### src/rtl/core_pkg.sv
// Shared core types: physical-register tag, reclaim-queue entry and walk state.
// Consumed by the reclaim queue and anything that talks to the free list.
package core_pkg;

  localparam int PREGS = 64;
  localparam int PW    = $clog2(PREGS);

  typedef logic [PW-1:0] preg_t;

  typedef struct packed {
    preg_t old_phys;
    preg_t new_phys;
  } reclaim_entry_t;

  typedef enum logic {
    RQ_IDLE = 1'b0,
    RQ_WALK = 1'b1
  } reclaim_state_t;

endpackage

### src/rtl/preg_reclaim_queue.sv
// Program-order queue of {old_phys,new_phys} pairs: frees old tags at commit and
// walks youngest->oldest on flush returning squashed new tags, one per cycle.
module preg_reclaim_queue
  import core_pkg::*;
#(
  parameter int PHYS_REGS = PREGS,
  parameter int DEPTH     = 32,
  localparam int PW_L     = $clog2(PHYS_REGS),
  localparam int CW       = $clog2(DEPTH + 1)
) (
  input  logic            clk,
  input  logic            reset,
  input  logic            enq_en,
  input  logic [PW_L-1:0] enq_old_phys,
  input  logic [PW_L-1:0] enq_new_phys,
  output logic            enq_ready,
  input  logic            commit_en,
  output logic            commit_ready,
  input  logic            flush_en,
  output logic            busy,
  output logic            free_en,
  output logic [PW_L-1:0] free_phys,
  output logic [CW-1:0]   count
);

  localparam int AW = $clog2(DEPTH);

  reclaim_state_t  state_r, state_nxt_s;
  logic [AW-1:0]   head_r, head_nxt_s;
  logic [AW-1:0]   tail_r, tail_nxt_s, tail_dec_s;
  logic [CW-1:0]   count_r, count_nxt_s, count_cm_s;
  logic            free_en_r, free_en_nxt_s;
  logic [PW_L-1:0] free_phys_r, free_phys_nxt_s;
  logic            busy_r;
  logic            idle_s, full_s, empty_s;
  logic            enq_do_s, commit_do_s, walk_pop_s;
  reclaim_entry_t  mem_r [DEPTH];

  assign idle_s     = (state_r == RQ_IDLE);
  assign full_s     = (count_r == CW'(DEPTH));
  assign empty_s    = (count_r == CW'(0));
  assign tail_dec_s = tail_r - AW'(1);

  // Transfer decisions; a flush in idle drops the same-edge enqueue
  always_comb begin
    commit_do_s = idle_s && commit_en && !empty_s;
    enq_do_s    = idle_s && enq_en && !full_s && !flush_en;
    walk_pop_s  = (state_r == RQ_WALK);
  end

  // Next pointers, count, state and the single free-port request
  always_comb begin
    state_nxt_s     = state_r;
    head_nxt_s      = head_r;
    tail_nxt_s      = tail_r;
    count_nxt_s     = count_r;
    count_cm_s      = count_r;
    free_en_nxt_s   = 1'b0;
    free_phys_nxt_s = free_phys_r;
    case (state_r)
      RQ_IDLE: begin
        // The commit is older than any flush point, so it retires first
        if (commit_do_s) begin
          head_nxt_s      = head_r + AW'(1);
          count_cm_s      = count_r - CW'(1);
          free_en_nxt_s   = 1'b1;
          free_phys_nxt_s = mem_r[head_r].old_phys;
        end else begin
          count_cm_s      = count_r;
        end
        if (flush_en) begin
          count_nxt_s = count_cm_s;
          if (count_cm_s != CW'(0)) begin
            state_nxt_s = RQ_WALK;
          end else begin
            state_nxt_s = RQ_IDLE;
          end
        end else if (enq_do_s) begin
          tail_nxt_s  = tail_r + AW'(1);
          count_nxt_s = count_cm_s + CW'(1);
        end else begin
          count_nxt_s = count_cm_s;
        end
      end
      RQ_WALK: begin
        tail_nxt_s      = tail_dec_s;
        count_nxt_s     = count_r - CW'(1);
        free_en_nxt_s   = 1'b1;
        free_phys_nxt_s = mem_r[tail_dec_s].new_phys;
        if (count_r == CW'(1)) begin
          state_nxt_s = RQ_IDLE;
        end else begin
          state_nxt_s = RQ_WALK;
        end
      end
      default: begin
        state_nxt_s = RQ_IDLE;
      end
    endcase
  end

  // Control and output registers
  always_ff @(posedge clk or negedge reset) begin
    if (!reset) begin
      state_r     <= RQ_IDLE;
      head_r      <= '0;
      tail_r      <= '0;
      count_r     <= '0;
      free_en_r   <= 1'b0;
      free_phys_r <= '0;
      busy_r      <= 1'b0;
    end else begin
      state_r     <= state_nxt_s;
      head_r      <= head_nxt_s;
      tail_r      <= tail_nxt_s;
      count_r     <= count_nxt_s;
      free_en_r   <= free_en_nxt_s;
      free_phys_r <= free_phys_nxt_s;
      busy_r      <= (state_nxt_s == RQ_WALK);
    end
  end

  // Entry storage; contents are only meaningful between head and tail
  always_ff @(posedge clk) begin
    if (enq_do_s) begin
      mem_r[tail_r] <= '{old_phys: enq_old_phys, new_phys: enq_new_phys};
    end
  end

  assign enq_ready    = !full_s && idle_s;
  assign commit_ready = !empty_s && idle_s;
  assign busy         = busy_r;
  assign free_en      = free_en_r;
  assign free_phys    = free_phys_r;
  assign count        = count_r;

endmodule
### config.mk
export PLATFORM = sky130hd
export DESIGN_NAME = preg_reclaim_queue
export DESIGN_NICKNAME = d
export VERILOG_FILES = /design/src/rtl/core_pkg.sv /design/src/rtl/preg_reclaim_queue.sv
export SDC_FILE = /design/constraint.sdc
export NUM_CORES = 1
export LEC_CHECK = 0
export ABC_CLOCK_PERIOD_IN_PS = 6470
export CAP_MARGIN = 20
export CELL_PAD_IN_SITES_DETAIL_PLACEMENT = 1
export CELL_PAD_IN_SITES_GLOBAL_PLACEMENT = 1
export CORE_MARGIN = 2
export CORE_UTILIZATION = 40
export CTS_CLUSTER_DIAMETER = 200
export DETAILED_ROUTE_END_ITERATION = 7
export PLACE_DENSITY_LB_ADDON = 0.1
export SYNTH_ARGS = -nofsm -noshare
export SYNTH_HDL_FRONTEND = slang
export SYNTH_SLANG_ARGS = --single-unit
### constraint.sdc
create_clock -name clk -period 6.47 [get_ports clk]
set_input_delay 1.941 -clock clk [delete_from_list [all_inputs] [get_ports clk]]
set_output_delay 1.941 -clock clk [all_outputs]
set_load 0.02 [all_outputs]
==> summary.txt <==
Global routing
  – Initial antenna violation count: 1
  – Tot GR Track Use: 0.209
  – Grt ovf: 0
  – First-pass GRT wire length: 62800 um
  – Largest net degree at the start of global routing: 43
  – Vias in the first global route: between 8000 and 9000

Clocking
  – Clock slew seen by the registers of the worst setup and hold paths: 0.06 ns
  – CTS Buffer Depth: 3
  – TritonCTS clock tree: done
  – CTS buffer count: 43
  – Post-CTS Resized: 0
  – Cts hold-fix bufs: 0
  – Htree depth: 2
  – Post-CTS Setup Bufs: 0
  – Clk root buf: clkbuf_16
  – CTS Sinks: between 400 and 500
  – Clock Latency Late Sink: 0.56 ns

Logic synthesis
  – Synth Register Bits: between 400 and 500
  – YS warnings: 0
  – EDFF count, synth: about 380
  – Netlist cell types: 57
  – Post-synth top area share: 0.703
  – Synth top cells by count: edfxtp_1 (384), mux4_2 (87), nor2_1 (53)
  – Ys async rst share: 0.0588
  – Cells after Synth: between 800 and 900
  – Post-synth top flop: edfxtp_1
  – Synth Cell Area: 16400 um2
  – Syn Area/Cell: 19.0 um2
  – Largest cells by area after synthesis: edfxtp_1 (70%), mux4_2 (12%), dfrtp_1 (3.7%)
  – Synth Net Count: between 800 and 900
  – Top cell type by total area after synthesis: edfxtp_1
  – Register area share after synthesis: 0.739
  – Most frequent cell after synthesis: edfxtp_1

Final layout
  – Filler cell count: around 3700
  – Final nets: approximately 950
  – Area grow syn2layout: 14.7%
  – Layout cells sized above 1: 0.215
  – Finished Layout Cells: 1487

Setup path
  – Reg-to-reg startpoint: tail_r[0]
  – Worst flop-to-flop path endpoint: free_phys[1]
  – Req. time, crit path: 4.53 ns
  – Critical-path maximum fanout: 11
  – Crit path to: enq_ready
  – Crit start category: flip-flop
  – Crit path launch: count[0]
  – Crit path arrival time: 2.63 ns
  – Reg2Reg Setup Slack: 2.75 ns
  – CP Class: reg2out
  – Crit. End Element: primary output
  – Reg2Reg Depth: 9

Detailed routing
  – Vias: 8353
  – DRC violations left: 0
  – Avg WL per Cell: 29.0 um
  – WL final: 43100 um
  – Vias per cell: 5.62
  – ANT nets after route: 0
  – Drt initial violations: 644
  – Iteration count of the initial detailed-routing pass: 5

Timing
  – Final Hold Fails: 0
  – Post-Route Skew: roughly 0.020 ns
  – Fmax: 219 MHz
  – Setup TNS: 0 ns
  – Fin crit period: approximately 4.6 ns
  – Hold_ws: between 0.5 and 0.6 ns
  – Post-route clock period utilization: 0.706
  – Final setup vio count: 0
  – Max-slew headroom: 0.240
  – Max-slew violations: 0
  – RSZ-0062 raised after global routing: no
  – Worst slew pin tran: approximately 1.1 ns

Floorplanning
  – Die X: 207 um
  – I/O pin cnt: 33
  – Row Count: 74
  – Initial Util: 0.404
  – Overall die height: 207 um
  – Core Region: between 40000 and 50000 um2
  – Die ar.: ~43000 um2

Placed design
  – Port buffer count: 32
  – # placed instances: 1392
  – Post-detail-place hpwl: about 27000 um
  – GP Congestion: 0.814

Power and ir drop
  – Power density cells: 428 nW/um2
  – Leak Pwr: 6.01 nW
  – Max IR drop VDD: 245 uV
  – Pwr Total: approximately 8 mW

Run
  – Max cap viols: 0

Min path
  – Type of the worst min-delay path: reg2reg

Run status
  – Status: completed
[critical path, cell delays in order (launching register included)]
cell	delay, ns
dfrtp_1	0.51
inv_1	0.14
ha_1	0.26
or3b_4	0.42
nor3_1	0.14
nor2_1	0.06
clkdlybuf4s50_1	0.55
[cells by family (layout without fill, tap and decap cells)]
family,count (synthesis),in the layout,synth area share
xor gates and xnor gates,14,14,0.00747
adders and majority gates,9,9,0.00686
muxes,114,114,0.136
DFF,408,408,0.739
buffers and inverters,56,145,0.0163
AOI/OAI and AO/OA,104,104,0.0433
other,0,1,0
and+or+nand+nor,160,160,0.0506
[per-stage QoR]
step,instance area (um2),util,setup WS [ns]
2_1_floorplan,16400,-,2.66
3_3_place_gp,17200,0.423,1.58
3_5_place_dp,17200,0.423,1.53
4_1_cts,18700,0.460,1.86
5_1_grt,18800,0.463,1.70
6_report,18800,0.463,1.90
[flip-flops by register name, summed over array words and instances, names as in the netlist]
signal / cells
mem_r: 384
count: 6
free_phys: 6
head_r: 5
tail_r: 5
busy: 1
free_en: 1
[where the power goes]
group	internal, mW	total (mW)	switching [mW]
Combinational	1.02	2.27	1.25
Sequential	2.96	3.21	0.242
Clock	1.57	2.59	1.02
[final cells by class]
cell class / instances / area (um2) / share of cell area
timing repair buffer: 57 / 473 / 0.0251
sequential: 408 / 12100 / 0.645
multi-input combinational: 401 / 4010 / 0.213
inverter: 9 / 33.8 / 0.00179
clock buffer: 45 / 1100 / 0.0587
tap: 532 / 666 / 0.0354
antenna: 1 / 2.50 / 0.000133
clock inverter: 34 / 397 / 0.0211
[worst min-delay path by stage]
stage	start	end	slack [ns]	cells after the start
3_3_place_gp	free_phys[4]	free_phys[4]	0.56	2
4_1_cts	free_phys[4]	free_phys[4]	0.57	2
2_1_floorplan	head_r[1]	head_r[1]	0.59	2
6_report	free_phys[4]	free_phys[4]	0.57	2
3_5_place_dp	free_phys[4]	free_phys[4]	0.56	2
5_1_grt	free_phys[4]	free_phys[4]	0.60	2
[cells in the final DEF, fill, tap and decap left out, types with 7 or more instances in the layout]
master	instances
a211oi_1	9
a21oi_1	27
a22oi_1	18
buf_2	10
buf_4	21
bufinv_16	8
clkbuf_16	44
clkdlybuf4s50_1	22
clkinv_1	10
dfrtp_1	22
edfxtp_1	384
ha_1	8
inv_1	9
mux2i_1	26
mux4_2	87
nand2_1	28
nand2b_1	17
nand3_1	14
nor2_1	53
nor2b_1	12
o21ai_0	11
o22ai_1	7
xnor2_1	12
[layer usage]
| layer | vias to the layer above | share of wire | GRT usage |
|---|---|---|---|
| met5 | - | 0 | 0 |
| met4 | 0 | 0.018 | 0.0526 |
| met3 | 45 | 0.045 | 0.0339 |
| met2 | 213 | 0.48 | 0.339 |
| met1 | 4472 | 0.45 | 0.298 |
| li1 | 3623 | - | - |
Note: power is estimated with default switching activity, not from simulation.
